--- src/rtl/wb_cmd_formatter.sv ---
// Host command to Wishbone single-access bridge. A trigger latches one command,
// runs one read or write on the bus, and optionally pushes the read result into
// the host readback FIFO. Sticky status flags record ack timeouts and overruns.
module wb_cmd_formatter #(
   parameter int ADDR_W      = 7,
   parameter int DATA_W      = 16,
   parameter int ACK_TIMEOUT = 255
) (
   input  logic              clk,
   input  logic              rst,
   input  logic [31:0]       cmd_word,
   input  logic              cmd_trig,
   output logic              cmd_busy,
   output logic              wb_cyc_o,
   output logic              wb_stb_o,
   output logic              wb_we_o,
   output logic [ADDR_W-1:0] wb_adr_o,
   output logic [DATA_W-1:0] wb_dat_o,
   input  logic [DATA_W-1:0] wb_dat_i,
   input  logic              wb_ack_i,
   input  logic              fifo_full,
   output logic              fifo_wr_en,
   output logic [31:0]       fifo_din,
   output logic [31:0]       last_write,
   output logic              timeout_err,
   output logic              overrun_err,
   output logic [1:0]        dbg_state
);

   // Handshake: a command is accepted only when cmd_trig is high while the bridge
   // is idle; the bus access completes on the edge where wb_cyc_o and wb_ack_i are
   // both high; a FIFO word is written on the edge after PUSH sees fifo_full low.

   typedef enum logic [1:0] {
      IDLE = 2'd0,
      BUS  = 2'd1,
      PUSH = 2'd2
   } state_t;

   localparam logic [7:0] TO_LAST = 8'(ACK_TIMEOUT - 1);

   state_t              state, state_n;
   logic                we_q, push_q;
   logic [DATA_W-1:0]   rdata_q;
   logic [7:0]          ack_cnt;
   logic                accept, bus_end, timeout_hit, push_go;
   logic [31:0]         push_word;
   logic                unused_cmd;

   // Only we/push/adr/wdata fields of the command are meaningful.
   assign unused_cmd = ^cmd_word;

   assign wb_stb_o  = wb_cyc_o;
   assign cmd_busy  = (state != IDLE);
   assign dbg_state = state;

   // Readback word: zero-padded with the address above the read data.
   always_comb begin
      push_word                   = '0;
      push_word[16 +: ADDR_W]     = wb_adr_o;
      push_word[DATA_W-1:0]       = rdata_q;
   end

   // State register.
   always_ff @(posedge clk) begin
      if (rst) state <= IDLE;
      else     state <= state_n;
   end

   // Next-state logic and single-cycle control strobes; ack beats timeout.
   always_comb begin
      state_n     = state;
      accept      = 1'b0;
      bus_end     = 1'b0;
      timeout_hit = 1'b0;
      push_go     = 1'b0;
      case (state)
         IDLE: begin
            if (cmd_trig) begin
               accept  = 1'b1;
               state_n = BUS;
            end
         end
         BUS: begin
            if (wb_ack_i) begin
               bus_end = 1'b1;
               state_n = (!we_q && push_q) ? PUSH : IDLE;
            end else if (ack_cnt == TO_LAST) begin
               bus_end     = 1'b1;
               timeout_hit = 1'b1;
               state_n     = IDLE;
            end
         end
         PUSH: begin
            if (!fifo_full) begin
               push_go = 1'b1;
               state_n = IDLE;
            end
         end
         default: state_n = IDLE;
      endcase
   end

   // Datapath: command latch, bus outputs, ack counter, FIFO write and status.
   always_ff @(posedge clk) begin
      if (rst) begin
         we_q        <= 1'b0;
         push_q      <= 1'b0;
         rdata_q     <= '0;
         ack_cnt     <= '0;
         wb_cyc_o    <= 1'b0;
         wb_we_o     <= 1'b0;
         wb_adr_o    <= '0;
         wb_dat_o    <= '0;
         fifo_wr_en  <= 1'b0;
         fifo_din    <= '0;
         last_write  <= '0;
         timeout_err <= 1'b0;
         overrun_err <= 1'b0;
      end else begin
         fifo_wr_en <= 1'b0;
         if (accept) begin
            we_q     <= cmd_word[31];
            push_q   <= cmd_word[30];
            wb_we_o  <= cmd_word[31];
            wb_adr_o <= cmd_word[16 +: ADDR_W];
            wb_dat_o <= cmd_word[DATA_W-1:0];
            wb_cyc_o <= 1'b1;
            ack_cnt  <= '0;
         end
         if (state == BUS && !bus_end) ack_cnt <= ack_cnt + 8'd1;
         if (bus_end) wb_cyc_o <= 1'b0;
         if (state == BUS && wb_ack_i && !we_q) rdata_q <= wb_dat_i;
         if (timeout_hit) timeout_err <= 1'b1;
         if (cmd_trig && state != IDLE) overrun_err <= 1'b1;
         if (push_go) begin
            fifo_wr_en <= 1'b1;
            fifo_din   <= push_word;
            last_write <= push_word;
         end
      end
   end

endmodule

--- config.mk ---
export PLATFORM = sky130hd
export DESIGN_NAME = wb_cmd_formatter
export DESIGN_NICKNAME = d
export VERILOG_FILES = /design/src/rtl/wb_cmd_formatter.sv
export SDC_FILE = /design/constraint.sdc
export NUM_CORES = 1
export LEC_CHECK = 0
export ABC_AREA = 1
export CORE_MARGIN = 10
export CORE_UTILIZATION = 45
export CTS_CLUSTER_DIAMETER = 60
export DETAILED_ROUTE_END_ITERATION = 8
export PLACE_DENSITY = 0.86
export SLEW_MARGIN = 20
export SYNTH_ARGS = -nofsm -noshare
export SYNTH_HDL_FRONTEND = slang
export SYNTH_SLANG_ARGS = --single-unit
--- constraint.sdc ---
create_clock -name clk -period 3.39 [get_ports clk]
set_clock_uncertainty 0.1 [all_clocks]
set_input_delay 0.339 -clock clk [delete_from_list [all_inputs] [get_ports clk]]
set_output_delay 0.339 -clock clk [all_outputs]
set_load 0.05 [all_outputs]
==> metrics, run 1 <==
Ys Warns 0; metal3 WL 795 um; postcts setup bufs 0; synthesized area roughly 3300 um^2; grt total ovfl 0; clk_lat worst skew 340 ps; switching power share of the total 0.309; HPWL after detailed placement 6460 um; CP max FO 4; commonest non-fill, non-tap cell in the layout clkdlybuf4s50_1; worst hold slack 356 ps; Max-cap violations 0; crit-path max cell delay 830 ps; WP data required 2950 ps; GRT Util Overall 0.152; post-synth top area share 0.478; syn_area_per_cell 7.66 um^2; P_sw just over 600 uW; CTS root buf clkbuf_8; ANT cells 0; Slew Limit Fails 0; total CTS buffers 9; Post-synth EDFFs 0; DRT met1 WL 3290 um; Final setup viols 0; ys async rst share 0; die area 11100 um^2; met2 WL approximately 4400 um; top cells by area, synth dfxtp_1, nor2_1, buf_4, o21ai_0, a21oi_1; Seq/Total Area, Yosys 0.478; Sink Count 78; wire length per cell 13.8 um; slew of the pin with the lowest slew margin 933 ps; I/O pin total approximately 150; Netlist cell types 27; cell family with most CP delay buffers and inverters; Clk pwr share 0.309; Starting Density 0.456; Synth Instances around 430; largest net degree at the start of global routing 48; DR top layer met4; Logic pwr share 0.196; clock tree buffer depth 2; Area Overhead vs Synth 36.9%; Slowest cell on crit path clkdlybuf4s50_1; total power ~2000 uW; post-CTS resize count 0; Leak approximately 0.0017 uW; Placer Congestion between 0.8 and 0.9; sequential share of power 0.495; Port Buf Inserts 123; status finished, final reports clean; Worst EP arrival 1720 ps; final antenna-violating net count 0; Internal 1370 uW; Hold Crit Class reg2reg; Detailed Routing Iterations Pass 1 4; TNS Setup 0 ps; H-tree Lvls 3; Layout Utilization 0.624; most frequent cells in the layout clkdlybuf4s50_1, nor2_1, dfxtp_1, o21ai_0, inv_1; Site Rows 31; fin crit share 0.637; max frequency 463 MHz; Die H 105 um; min cycle time layout approximately 2200 ps; clk slew on worst S/H paths 80 ps; Hold Fails Final Rpt 0; WP buf/inv 2; Critical Path End Type primary output; Synth Register Bits 78; DRC errors left 0; initial antenna violation count 0; Top FF cell, synth dfxtp_1; drt total wl between 8000 and 9000 um; startpoint class of the critical path register; WS Path Type reg2out; proportion of layout cells with a drive suffix above 1 0.0592; vias in the first global route 2795; PwrDens 443 nW/um^2; routed via count 2900; Iter 0 DRT Violations 134; CTS tree done; Die W 105 um; maximum VDD drop 313 uV; CP Cell Sequence inv_2 > nand2_1 > clkdlybuf4s50_1; Core ar. 7180 um^2; via/cell ratio between 4 and 5; NumNets Final 574; RSZ-0062 raised after global routing false; Relative slew margins 0.377; first-pass GRT wire length about 14000 um; hold_buf cts 0; Yosys top cell by area dfxtp_1
==> logic make-up after synthesis <==
family,Yosys count,share of synthesized area
compound gates,102,0.157
other cells,1,0.00115
simple gates,139,0.181
buf+inv,105,0.176
fa+ha+maj,2,0.00765
flops,78,0.478
==> state kept, by name, indices dropped and copies added, names as in the netlist <==
signal	count
wb_cyc_o	1
rdata_q	16
wb_dat_o	16
ack_cnt	8
fifo_wr_en	1
push_q	1
overrun_err	1
we_q	1
dbg_state	2
last_write	23
wb_adr_o	7
timeout_err	1
==> metrics by stage <==
stage | worst slack (ps) | instances | area [um^2]
floorplan | 1760 | 444 | 3330
global placement | 1010 | 607 | 4300
detailed placement | 988 | 607 | 4300
CTS | 1200 | 623 | 4480
global route | 1140 | 623 | 4480
finish | 1230 | 623 | 4480
==> area by class of cell <==
class                   instances  area, um^2
well taps                      99         124
fillers                       636        2700
repair buffers                127        1260
inverters                      42         158
flip-flops and latches         78        1560
multi-input cells             261        1200
clock buffers                  10         138
clock inverters                 6        37.5
==> metal layers <==
| metal | track usage | vias up |
|---|---|---|
| met5 | 0 | - |
| met4 | 0.0598 | 0 |
| met3 | 0.0621 | 12 |
| met2 | 0.267 | 112 |
| met1 | 0.157 | 1304 |
| li1 | - | 1472 |
==> worst paths after layout <==
kind / from / endpoint / slack, ps / cells past startpoint
max: dbg_state[0] / cmd_busy / 1230 / 3
min reg2reg: last_write[0] / last_write[0] / 360 / 2
min: last_write[0] / last_write[0] / 360 / 2
max reg2reg: dbg_state[0] / ack_cnt[7] / 1430 / 7
==> worst min-delay path, cell delays in order, from the launching register on <==
cell and delay (ps):
dfxtp_1 320, inv_1 50, a21oi_1 40
==> synth_stat cells, types with 4 or more instances <==
library cell   n
buf_2          5
o21ai_0       66
nand3_1       10
inv_1         38
inv_2          4
buf_4         44
clkbuf_1      11
nand2_1       19
a21oi_1       32
dfxtp_1       78
nor2_1        98
==> power by group through the flow <==
stage               logic (uW)  clock network, uW  registers, uW
CTS                        392                628            982
detailed placement         391                  0           1000
finish                     389                613            982
floorplan                  170                  0           1100
global placement           386                  0           1000
global route               415                675            987
Power figures use the tool's default switching activity.
==> run 2, diff against run 1 <==
CORE_UTILIZATION = 37   (was 45)
PLACE_DENSITY = 0.76   (was 0.86)
clock period = 1.95 ns   (was 3.39 ns; I/O delays follow)
==> run 2 against run 1 <==
Against the previous run: sequential cell count is the same; core utilization shrank 10 points; die area grew 17%; hold slack lost 22 ps; clock power grew 78%; routed wire length grew 2.9%; total power grew 76%; cell count grew 2.2%; global-route usage shrank 1.8 points; worst setup slack lost 1100 ps; critical endpoint is now wb_adr_o[3]; largest cell class unchanged; largest power group unchanged.
==> metrics, run 2 (synthesis gave the netlist of run 1 again) <==
status finished, final reports clean; GRT Util Overall 0.134; CP max FO 3; clk slew on worst S/H paths 90 ps; initial antenna violation count 0; min cycle time layout 1850 ps; maximum VDD drop ~330 uV; Multi-input gate area between 1000 and 1500 um^2; cell family with most CP delay buffers and inverters; drt total wl 8870 um; CTS tree done; Worst EP arrival 1550 ps; ANT cells 0; first-pass GRT wire length 14200 um; NumNets Final a little under 600; Leak 0.00180 uW; total CTS buffers 9; largest net degree at the start of global routing 48; Iter 0 DRT Violations 141; crit-path max cell delay 840 ps; Final setup viols 0; TNS Setup 0 ps; startpoint class of the critical path register; max frequency 542 MHz; proportion of layout cells with a drive suffix above 1 0.0737; grt total ovfl 0; Relative slew margins 0.632; clk_lat worst skew 340 ps; CTS root buf clkbuf_8; postcts setup bufs 0; Placer Congestion 0.805; RSZ-0062 raised after global routing false; via/cell ratio 4.52; Die H roughly 110 um; Site Rows 34; max FFs per register 23; clock tree buffer depth 2; hold_buf cts 0; Slew Limit Fails 0; DRC errors left 0; post-CTS resize count 0; Critical Path End Type primary output; WP buf/inv 1; vias in the first global route 2820; final antenna-violating net count 0; Die W 114 um; Starting Density 0.377; Max-cap violations 0; commonest non-fill, non-tap cell in the layout clkdlybuf4s50_1; Hold Crit Class in2reg; total power 3480 uW; die area between 10000 and 15000 um^2; Slowest cell on crit path clkdlybuf4s50_1; fin crit share 0.947; Hold Fails Final Rpt 0; Layout Utilization 0.523; H-tree Lvls 3; WS Path Type reg2out; most frequent cells in the layout clkdlybuf4s50_1, nor2_1, dfxtp_1, o21ai_0, inv_1; HPWL after detailed placement 6780 um; Sink Count 78; filler instances 852; WP data required 1650 ps; placed cells 621; wire length per cell 13.9 um; PwrDens 767 nW/um^2; Top Registers last_write x23, rdata_q x16, wb_dat_o x16; slew of the pin with the lowest slew margin 550 ps; Largest Register last_write; I/O pin total approximately 150; Port Buf Inserts 123; Core ar. 8680 um^2; Detailed Routing Iterations Pass 1 5; routed via count 2880; Area Overhead vs Synth 38.9%; CP Cell Sequence clkdlybuf4s50_1; Reg area 1560 um^2; fin cells 637
[run 2: cell types whose count changed in the layout (fill, tap and decap cells not counted), sizes merged]
cell / before / now
buf: 4 / 12
clkinv: 3 / 2
inv: 42 / 43
clkdlybuf4s50: 123 / 119
dlymetal6s2s: 0 / 1
[run 2: path summary, 6_finish.rpt]
path | from | depth (start not counted) | end | slack (ps)
worst max register to register | ack_cnt[0] | 9 | ack_cnt[0] | 390
worst max-delay path | wb_adr_o[3] | 1 | wb_adr_o[3] | 100
worst min register to register | last_write[16] | 2 | last_write[16] | 360
worst min-delay path | wb_dat_i[6] | 3 | rdata_q[6] | 330
[run 2: layer usage]
| layer | GRT usage | up-vias | part of all wire |
|---|---|---|---|
| met5 | 0 | - | 0 |
| met4 | 0.0560 | 0 | 0.017 |
| met3 | 0.0472 | 7 | 0.084 |
| met2 | 0.234 | 91 | 0.51 |
| met1 | 0.142 | 1297 | 0.39 |
| li1 | - | 1485 | - |
[run 2: power by group]
part	internal (uW)	total (uW)	switching (uW)
Clock	501	1090	592
Sequential	1660	1710	42.2
Combinational	235	684	449
[run 2: final cells by class]
cell class	count	area share
clock buffers	10	0.0303
clock inverters	6	0.00992
inverters	42	0.0347
multi-input cells	261	0.264
flip-flops and latches	78	0.344
well taps	108	0.0298
repair buffers	132	0.288
[run 2: per-stage QoR]
stage                     hold slack, ps  area (um^2)  worst slack (ps)
final                                335         4540               104
after global routing                 326         4540              43.8
after CTS                            316         4540              24.4
after detailed placement             353         4360               263
after global placement               346         4360               304
after floorplan                      230         3330               317
